### config.mk
export PLATFORM = sky130hd
export DESIGN_NAME = alu_op_sequencer
export DESIGN_NICKNAME = d
export VERILOG_FILES = /design/src/rtl/alu_seq_pkg.sv /design/src/rtl/alu_mul_stepper.sv /design/src/rtl/alu_op_sequencer.sv
export SDC_FILE = /design/constraint.sdc
export NUM_CORES = 1
export LEC_CHECK = 0
export ABC_AREA = 1
export CORE_MARGIN = 3
export CORE_UTILIZATION = 50
export DETAILED_ROUTE_END_ITERATION = 10
export PLACE_DENSITY = 0.79
export SLEW_MARGIN = 10
export SYNTH_ARGS = -nofsm -noshare
export SYNTH_HDL_FRONTEND = slang
export SYNTH_HIERARCHICAL = 1
export SYNTH_SLANG_ARGS = --single-unit
export TNS_END_PERCENT = 30
### constraint.sdc
create_clock -name clk -period 4.8 [get_ports clk]
set_clock_uncertainty 0.15 [all_clocks]
set_input_delay 0.72 -clock clk [delete_from_list [all_inputs] [get_ports clk]]
set_output_delay 0.72 -clock clk [all_outputs]
set_load 0.005 [all_outputs]
### src/rtl/alu_seq_pkg.sv
// Shared types and encodings for the ALU command sequencer and its MUL stepper.
package alu_seq_pkg;

   localparam int unsigned WIDTH_DEF    = 16;
   localparam int unsigned MUL_CNTW_DEF = 5;

   typedef enum logic [1:0] {
      ST_IDLE = 2'd0,
      ST_EXEC = 2'd1,
      ST_MUL  = 2'd2,
      ST_RESP = 2'd3
   } state_e;

   localparam logic [2:0] OP_ADD = 3'd0;
   localparam logic [2:0] OP_SUB = 3'd1;
   localparam logic [2:0] OP_AND = 3'd2;
   localparam logic [2:0] OP_OR  = 3'd3;
   localparam logic [2:0] OP_MUL = 3'd4;

   localparam logic [1:0] ALU_ADD = 2'b00;
   localparam logic [1:0] ALU_SUB = 2'b01;
   localparam logic [1:0] ALU_AND = 2'b10;
   localparam logic [1:0] ALU_OR  = 2'b11;

endpackage

### src/rtl/alu_mul_stepper.sv
// Accumulator / multiplier-shift register for the unsigned shift-and-add multiply.
// Each step folds the external ALU sum back in and shifts {acc,q} right by one.
module alu_mul_stepper #(
   parameter int unsigned WIDTH = 16,
   parameter int unsigned CNTW  = 5
) (
   input  logic             clk,
   input  logic             reset_n,
   input  logic             start,
   input  logic             step,
   input  logic [WIDTH-1:0] b_in,
   input  logic [WIDTH-1:0] alu_o,
   input  logic             alu_cout,
   output logic [WIDTH-1:0] acc_d,
   output logic [WIDTH-1:0] q_d,
   output logic             last
);

   logic [WIDTH-1:0] acc_q;
   logic [WIDTH-1:0] q_q;
   logic [CNTW-1:0]  cnt_q;
   logic [CNTW-1:0]  cnt_d;

   // Next-value logic for accumulator, multiplier shift register and step count.
   always_comb begin
      acc_d = acc_q;
      q_d   = q_q;
      cnt_d = cnt_q;
      if (start) begin
         acc_d = {WIDTH{1'b0}};
         q_d   = b_in;
         cnt_d = {CNTW{1'b0}};
      end else if (step) begin
         acc_d = {alu_cout, alu_o[WIDTH-1:1]};
         q_d   = {alu_o[0], q_q[WIDTH-1:1]};
         cnt_d = cnt_q + {{(CNTW-1){1'b0}}, 1'b1};
      end else begin
         acc_d = acc_q;
      end
   end

   // Stepper state registers.
   always_ff @(posedge clk or negedge reset_n) begin
      if (!reset_n) begin
         acc_q <= {WIDTH{1'b0}};
         q_q   <= {WIDTH{1'b0}};
         cnt_q <= {CNTW{1'b0}};
      end else begin
         acc_q <= acc_d;
         q_q   <= q_d;
         cnt_q <= cnt_d;
      end
   end

   assign last = (cnt_q == CNTW'(WIDTH - 1));

endmodule

### src/rtl/alu_op_sequencer.sv
// Command front-end for the external 16-bit ALU: one command in flight, registered
// ALU drive, 16-step MUL using the ALU adder, registered 32-bit response.
module alu_op_sequencer
   import alu_seq_pkg::*;
#(
   parameter int unsigned WIDTH    = WIDTH_DEF,
   parameter int unsigned MUL_CNTW = MUL_CNTW_DEF
) (
   input  logic               clk,
   input  logic               reset_n,
   input  logic               cmd_valid,
   output logic               cmd_ready,
   input  logic [2:0]         cmd_op,
   input  logic [WIDTH-1:0]   cmd_a,
   input  logic [WIDTH-1:0]   cmd_b,
   output logic               rsp_valid,
   input  logic               rsp_ready,
   output logic [2*WIDTH-1:0] rsp_data,
   output logic               rsp_err,
   output logic [1:0]         alu_op,
   output logic [WIDTH-1:0]   alu_a,
   output logic [WIDTH-1:0]   alu_b,
   input  logic [WIDTH-1:0]   alu_o,
   input  logic               alu_cout
);

   if (WIDTH != 16) begin : g_width_chk
      $error("alu_op_sequencer: WIDTH must be 16 to match the ALU");
   end

   state_e             state_q, state_d;
   logic [WIDTH-1:0]   a_q, a_d;
   logic [2*WIDTH-1:0] rsp_data_q, rsp_data_d;
   logic               rsp_err_q, rsp_err_d;
   logic               rsp_valid_q, rsp_valid_d;
   logic               cmd_ready_q, cmd_ready_d;
   logic [1:0]         alu_op_q, alu_op_d;
   logic [WIDTH-1:0]   alu_a_q, alu_a_d;
   logic [WIDTH-1:0]   alu_b_q, alu_b_d;
   logic               mul_start_s;
   logic               mul_step_s;
   logic               mul_last_s;
   logic [WIDTH-1:0]   acc_d_s;
   logic [WIDTH-1:0]   q_d_s;

   alu_mul_stepper #(
      .WIDTH (WIDTH),
      .CNTW  (MUL_CNTW)
   ) u_mul_stepper (
      .clk      (clk),
      .reset_n  (reset_n),
      .start    (mul_start_s),
      .step     (mul_step_s),
      .b_in     (cmd_b),
      .alu_o    (alu_o),
      .alu_cout (alu_cout),
      .acc_d    (acc_d_s),
      .q_d      (q_d_s),
      .last     (mul_last_s)
   );

   // Next-state and next-output logic; ALU drive is precomputed for the following cycle.
   always_comb begin
      state_d     = state_q;
      a_d         = a_q;
      rsp_data_d  = rsp_data_q;
      rsp_err_d   = rsp_err_q;
      alu_op_d    = ALU_ADD;
      alu_a_d     = {WIDTH{1'b0}};
      alu_b_d     = {WIDTH{1'b0}};
      mul_start_s = 1'b0;
      mul_step_s  = 1'b0;
      case (state_q)
         ST_IDLE: begin
            if (cmd_valid) begin
               a_d        = cmd_a;
               rsp_data_d = {(2*WIDTH){1'b0}};
               rsp_err_d  = 1'b0;
               case (cmd_op)
                  OP_ADD, OP_SUB, OP_AND, OP_OR: begin
                     state_d  = ST_EXEC;
                     alu_op_d = cmd_op[1:0];
                     alu_a_d  = cmd_a;
                     alu_b_d  = cmd_b;
                  end
                  OP_MUL: begin
                     state_d     = ST_MUL;
                     mul_start_s = 1'b1;
                     alu_b_d     = cmd_b[0] ? cmd_a : {WIDTH{1'b0}};
                  end
                  default: begin
                     state_d   = ST_RESP;
                     rsp_err_d = 1'b1;
                  end
               endcase
            end else begin
               state_d = ST_IDLE;
            end
         end
         ST_EXEC: begin
            rsp_data_d = {{(WIDTH-1){1'b0}}, alu_cout, alu_o};
            state_d    = ST_RESP;
         end
         ST_MUL: begin
            mul_step_s = 1'b1;
            if (mul_last_s) begin
               rsp_data_d = {acc_d_s, q_d_s};
               state_d    = ST_RESP;
            end else begin
               alu_a_d = acc_d_s;
               alu_b_d = q_d_s[0] ? a_q : {WIDTH{1'b0}};
            end
         end
         ST_RESP: begin
            if (rsp_ready) begin
               state_d = ST_IDLE;
            end else begin
               state_d = ST_RESP;
            end
         end
         default: begin
            state_d = ST_IDLE;
         end
      endcase
      cmd_ready_d = (state_d == ST_IDLE);
      rsp_valid_d = (state_d == ST_RESP);
   end

   // Sequencer state and registered outputs.
   always_ff @(posedge clk or negedge reset_n) begin
      if (!reset_n) begin
         state_q     <= ST_IDLE;
         a_q         <= {WIDTH{1'b0}};
         rsp_data_q  <= {(2*WIDTH){1'b0}};
         rsp_err_q   <= 1'b0;
         rsp_valid_q <= 1'b0;
         cmd_ready_q <= 1'b1;
         alu_op_q    <= ALU_ADD;
         alu_a_q     <= {WIDTH{1'b0}};
         alu_b_q     <= {WIDTH{1'b0}};
      end else begin
         state_q     <= state_d;
         a_q         <= a_d;
         rsp_data_q  <= rsp_data_d;
         rsp_err_q   <= rsp_err_d;
         rsp_valid_q <= rsp_valid_d;
         cmd_ready_q <= cmd_ready_d;
         alu_op_q    <= alu_op_d;
         alu_a_q     <= alu_a_d;
         alu_b_q     <= alu_b_d;
      end
   end

   assign cmd_ready = cmd_ready_q;
   assign rsp_valid = rsp_valid_q;
   assign rsp_data  = rsp_data_q;
   assign rsp_err   = rsp_err_q;
   assign alu_op    = alu_op_q;
   assign alu_a     = alu_a_q;
   assign alu_b     = alu_b_q;

endmodule

==> flow_summary.json, run 1 <==
{
  "status": "complete, no violations",
  "viasPerCell": 5.422,
  "rsz0062_at_grt": "false",
  "row_count": 37,
  "yosysTopAreaCell": "dfrtp_1",
  "core-area_sq_um": 10370,
  "hold_violations": 0,
  "clk_pin_slew_ns": 0.06,
  "period_share_pct": 74.53,
  "grt_max_degree": 73,
  "first_global_vias": 4492,
  "slew_headroom_pct": 44.80,
  "dieArea_sq_um": 12030,
  "ant_nets": 0,
  "fin_ws_ns": 1.223,
  "antenna_cells": 0,
  "dp_hpwl_microns": 9946,
  "routed_wl_microns": 14410,
  "numCtsBuffers": 17,
  "die_height_microns": 109.7,
  "drc": 0,
  "clk_latency_ns": 0.52,
  "async_flop_share_pct": 100.0,
  "yosysMostFrequentCell": "nand2_1",
  "critPathCaptureType": "register",
  "setup-tns-final_ns": 0,
  "leakage_nw": 3.450,
  "drive_gt1_share_pct": 6.667,
  "ys_seq_elements": 124,
  "nets": 800,
  "yosysWarnings": 6,
  "numPortBuffers": 124,
  "drt-pass1-iter-count": 5,
  "synth.distinct_cells": 24,
  "worst_pin_slew_ns": 0.8249,
  "h-tree-depth": 4,
  "cts.sinks": 124,
  "critPathRequiredTime_ns": 5.11,
  "syn-cell-area_sq_um": 5376,
  "max_cap_violations": 0,
  "cts_resized": 0,
  "drv_slew": 0,
  "vias": 4804,
  "ys_seq_area_share_pct": 57.74,
  "antenna_found_initial": 0,
  "wl_per_cell_microns": 16.27,
  "synth_commonest_cells": "nand2_1 (294), dfrtp_1 (123), nand3_1 (57)",
  "clock_path_buffers": 2,
  "critPathArrivalTime_ns": 3.88,
  "area_growth_pct": 34.09,
  "postSynthAreaPerCell_sq_um": 8.644,
  "overflow": 0,
  "tritoncts": "done",
  "synth-main-ff-cell": "dfrtp_1",
  "pre_cts_ws_ns": 0.8062,
  "start_util_pct": 51.85,
  "grt_pass1_wl_microns": 22790,
  "die_w_microns": 109.7,
  "synth_area_leaders": "dfrtp_1 (57%), nand2_1 (21%), nand3_1 (5.3%)",
  "start_kind": "register",
  "min_period_ns": 3.577,
  "fmax_mhz": 279.5,
  "first_iter_violations": 421,
  "gp_congestion": 0.8787,
  "syn-num-nets": 685,
  "ir_worst_vdd_uv": 333.8,
  "grt_use_total_pct": 24.77,
  "synthDominantCellAreaShare_pct": 57.25,
  "hold_path.class": "register to register",
  "setup_violations": 0,
  "path_class": "register to register",
  "pwr_density_cell_nw_per_um2": 635.6,
  "critical_path_peak_fanout": 34,
  "netlist_instances": 622,
  "cts-root-buf": "clkbuf_8",
  "num-fill-cells": 766,
  "ios": 125,
  "synth_edf_count": 0
}
[critical path, stage by stage (launching register included)]
cell     delay (ns)
dfrtp_1        0.41
inv_1          0.09
ha_1           0.22
nand2_1        0.10
inv_1          0.05
buf_4          0.21
nand3_1        0.09
inv_1          0.27
nor2_4         0.70
nand2_1        0.12
nand3_1        0.12
nand2_1        0.09
nor2_2         0.61
a22oi_1        0.18
nand2_1        0.09
[report_power, final]
part	total (mW)	switching, mW	internal [mW]
clock	1.26	0.473	0.784
combinational	1.66	0.964	0.700
sequential	1.66	0.205	1.46
total	4.58	1.64	2.94
[cell usage in the layout (no fill, tap or decap), types with 2 or more instances in the layout]
cell type | netlist | final
a21oi_1 | 2 | 2
inv_6 | 0 | 3
o21ai_0 | 24 | 24
nor2_1 | 11 | 11
inv_1 | 13 | 13
ha_1 | 7 | 6
nand4_1 | 2 | 2
inv_2 | 2 | 2
clkinv_4 | 0 | 2
clkinv_2 | 0 | 2
clkbuf_16 | 0 | 16
a22oi_1 | 11 | 11
nand2_1 | 294 | 294
buf_4 | 8 | 8
nor2_4 | 4 | 4
nand3_1 | 57 | 57
o21ai_1 | 29 | 29
dfrtp_1 | 123 | 123
clkbuf_8 | 0 | 4
clkinvlp_4 | 0 | 3
bufinv_16 | 0 | 2
clkdlybuf4s50_1 | 0 | 123
[sequential cells by signal, summed over array words and instances (netlist names), 5 cells and up]
register	count
u_mul_stepper/q_q	16
u_mul_stepper/acc_q	16
rsp_data	32
alu_a	16
u_mul_stepper/cnt_q	5
a_q	16
alu_b	16
[final timing paths]
kind,start,end,slack (ns),cells after the start
max in group asynchronous,reset_n,alu_a[6]$_DFF_PN0_,3.06,3
worst min-delay path,rsp_data[31]$_DFFE_PN0P_,rsp_data[31]$_DFFE_PN0P_,0.33,2
worst max-delay path,state_q[0]$_DFF_PN0_,alu_b[14]$_DFF_PN0_,1.22,14
worst max register to register,state_q[0]$_DFF_PN0_,alu_b[14]$_DFF_PN0_,1.22,14
min in group asynchronous,reset_n,rsp_data[8]$_DFFE_PN0P_,0.49,2
worst min register to register,rsp_data[31]$_DFFE_PN0P_,rsp_data[31]$_DFFE_PN0P_,0.33,2
[through the flow]
stage               hold WS [ns]  cell area, sq um  total power, mW  utilization [%]  cells
floorplan                 0.2744              5376            2.631                -    622
global placement          0.3001              6608            3.247            63.72    853
detailed placement        0.3203              6608            3.310            63.72    853
CTS                       0.3363              7209            4.585            69.52    886
global route              0.3579              7209            4.874            69.52    886
finish                    0.3332              7209            4.582            69.52    886
[cell families after synthesis]
group,share of synthesized area [%]
compound gates,7.215
fa+ha+maj,1.629
buf+inv,5.376
flops,57.74
simple gates,28.04
[layout make-up]
class	count	area, sq um	share of cell area (%)
clock inverters	12	136.4	1.892
repair buffers	132	1301	18.05
multi-input cells	447	1986	27.54
inverters	15	56.30	0.7810
well taps	136	170.2	2.360
flip-flops and latches	124	3104	43.06
clock buffers	20	455.4	6.317
[metal layers]
layer | GRT usage, % | vias up | part of all wire, %
met5 | 0 | - | 0
met4 | 8.459 | 0 | 1.9
met3 | 5.461 | 31 | 9.3
met2 | 36.84 | 259 | 47
met1 | 36.12 | 2288 | 42
li1 | - | 2226 | -
[what timing repair did]
item / 4_1_cts / 5_1_grt
setup buffers: 0 / 0
endpoints found under the setup margin: 0 / 0
endpoints found under the hold margin: 27 / 0
hold buffers: 1 / 0
Note: power is estimated with default switching activity, not from simulation.
==> run 2, diff against run 1 <==
--- a/config.mk
+++ b/config.mk
@@ -7,9 +7,9 @@
 export LEC_CHECK = 0
 export ABC_AREA = 1
 export CORE_MARGIN = 3
-export CORE_UTILIZATION = 50
+export CORE_UTILIZATION = 45
 export DETAILED_ROUTE_END_ITERATION = 10
-export PLACE_DENSITY = 0.79
+export PLACE_DENSITY = 0.75
 export SLEW_MARGIN = 10
 export SYNTH_ARGS = -nofsm -noshare
 export SYNTH_HDL_FRONTEND = slang
==> constraint.sdc (replaced) <==
create_clock -name clk -period 2.91 [get_ports clk]
set_clock_uncertainty 0.15 [all_clocks]
set_input_delay 0.4365 -clock clk [delete_from_list [all_inputs] [get_ports clk]]
set_output_delay 0.4365 -clock clk [all_outputs]
set_load 0.005 [all_outputs]
==> run 2 against run 1 <==
  * Final cell count grew 1.7%
  * Non-clock buffer count grew 8
  * Global-route usage shrank 1.4 points
  * Critical path type unchanged
  * Sequential cell count is the same
  * First-iteration DRC count shrank 0.95%
  * Combinational power grew 71%
  * Via count grew 0.42%
  * Sequential power grew 66%
  * Die area grew 10%
  * Design area grew 1.5%
  * Hold slack lost 0.0017 ns
==> flow_summary.json, run 2 (synthesized netlist as in run 1, its figures left out) <==
{
  "max_cap_violations": 0,
  "largest_reg_flops": 32,
  "cts_resized": 0,
  "fin_cells": 901,
  "layout_commonest_cell": "nand2_1",
  "critPathRequiredTime_ns": 3.10,
  "post-route-util_pct": 63.28,
  "antenna_found_initial": 0,
  "critPathArrivalTime_ns": 2.68,
  "period_share_pct": 85.66,
  "setup-tns-final_ns": 0,
  "min_period_ns": 2.493,
  "start_util_pct": 46.49,
  "wl_per_cell_microns": 16.64,
  "rsz0062_at_grt": "false",
  "overflow": 0,
  "ant_nets": 0,
  "nets": 808,
  "holdPathStages": 2,
  "area_growth_pct": 36.12,
  "drv_slew": 0,
  "h-tree-depth": 4,
  "dp_hpwl_microns": 10390,
  "cts.sinks": 124,
  "core-area_sq_um": 11560,
  "ios": 125,
  "dp.cells": 868,
  "leakage_nw": 3.510,
  "drt-pass1-iter-count": 6,
  "numCtsBuffers": 17,
  "row_count": 39,
  "grt_pass1_wl_microns": 24010,
  "grt_max_degree": 69,
  "ir_worst_vdd_uv": 452.3,
  "fmax_mhz": 401.2,
  "crit_chain": "inv_1, ha_1, nand2_1, inv_1, nand3_1, inv_1, inv_2, buf_4, nand3_1, nand3_1, nand2_1, nand2_1, nand2_1, o21ai_1",
  "antenna_cells": 0,
  "clk_latency_ns": 0.41,
  "routed_wl_microns": 14990,
  "path_common_cell": "nand2_1",
  "cts-root-buf": "clkbuf_16",
  "hold_violations": 0,
  "slew_headroom_pct": 51.45,
  "drc": 0,
  "dieArea_sq_um": 13300,
  "tritoncts": "done",
  "grt_use_total_pct": 23.36,
  "path_class": "register to register",
  "pre_cts_ws_ns": 0.2477,
  "hold_path.class": "register to register",
  "final_cell_area_sq_um": 7318,
  "final_cell_mix": "nand2_1 (294), dfrtp_1 (123), clkdlybuf4s50_1 (123)",
  "critPathCaptureType": "register",
  "crit_family": "buffers and inverters",
  "numPortBuffers": 124,
  "worst_pin_slew_ns": 0.7283,
  "crit_cells": 14,
  "viasPerCell": 5.354,
  "place_area_sq_um": 6714,
  "status": "complete, no violations",
  "rr_worst_depth": 14,
  "drive_gt1_share_pct": 7.256,
  "critical_path_peak_fanout": 23,
  "gp_congestion": 0.9166,
  "slowest_stage": "dfrtp_1",
  "first_iter_violations": 417,
  "setup_violations": 0,
  "start_kind": "register",
  "die_height_microns": 115.3,
  "cp_slowest_stage_delay_ns": 0.42,
  "cts_setup_buffers": 0,
  "pwr_density_cell_nw_per_um2": 1052,
  "clk_pin_slew_ns": 0.05,
  "vias": 4824,
  "die_w_microns": 115.3,
  "first_global_vias": 4618,
  "fin_ws_ns": 0.4172,
  "path_buf_inv": 5,
  "clock_path_buffers": 2
}
-- run 2: cell types whose count changed in the layout (fill, tap and decap cells not counted), sizes merged --
cell      before  now
buf            8   16
clkinv         4    7
inv           18   15
clkinvlp       3    1
bufinv         2    3
clkbuf        20   21
-- run 2: layer usage --
layer | track usage, % | wire length (microns)
met3 | 3.947 | 1177
met1 | 33.41 | 6501
met2 | 35.65 | 7015
met5 | 0 | 0
met4 | 9.311 | 295
-- run 2: worst paths after layout --
path,slack (ns),from,end
min in group asynchronous,0.40,reset_n,rsp_data[23]$_DFFE_PN0P_
worst min register to register,0.33,a_q[6]$_DFFE_PN0P_,a_q[6]$_DFFE_PN0P_
worst max-delay path,0.42,state_q[0]$_DFF_PN0_,rsp_data[10]$_DFFE_PN0P_
max in group asynchronous,1.38,reset_n,rsp_data[18]$_DFFE_PN0P_
worst min-delay path,0.33,a_q[6]$_DFFE_PN0P_,a_q[6]$_DFFE_PN0P_
worst max register to register,0.42,state_q[0]$_DFF_PN0_,rsp_data[10]$_DFFE_PN0P_
-- run 2: layout make-up --
class / count / area, sq um
inverter: 15 / 56.30
multi-input combinational: 447 / 1986
clock inverter: 11 / 143.9
timing repair buffer: 140 / 1399
tap: 143 / 178.9
sequential: 124 / 3104
fill: 927 / 4247
clock buffer: 21 / 450.4
-- run 2: timing repair --
action,CTS,global route
endpoints found under the setup margin,0,0
hold endpoints to repair,37,0
hold buffers,1,0
-- run 2: where the power goes --
| part | total (mW) | internal [mW] | switching, mW | leakage [nW] |
|---|---|---|---|---|
| combinational | 2.84 | 1.23 | 1.61 | 1.59 |
| clock | 2.11 | 1.37 | 0.749 | 0.291 |
| sequential | 2.75 | 2.40 | 0.344 | 1.63 |
| total | 7.70 | 5.00 | 2.71 | 3.51 |
-- run 2: tightest hold or removal path, cell delays in order, from the launching register on --
cell and delay (ns):
dfrtp_1 0.33, nand2_1 0.06, nand2_1 0.06
-- run 2: through the flow --
stage / hold WS (ns) / power, mW
final: 0.3314 / 7.702
after global routing: 0.3452 / 8.180
after CTS: 0.3311 / 7.725
after detailed placement: 0.2919 / 5.565
after global placement: 0.2833 / 5.462
after floorplan: -0.009091 / 4.340
==> run 3, diff against run 2 <==
--- a/config.mk
+++ b/config.mk
@@ -6,6 +6,7 @@
 export NUM_CORES = 1
 export LEC_CHECK = 0
 export ABC_AREA = 1
+export ABC_CLOCK_PERIOD_IN_PS = 2910
 export CORE_MARGIN = 3
 export CORE_UTILIZATION = 45
 export DETAILED_ROUTE_END_ITERATION = 10
==> results of run 3 <==
The final DEF is identical to that of run 2; final timing and power are the same.
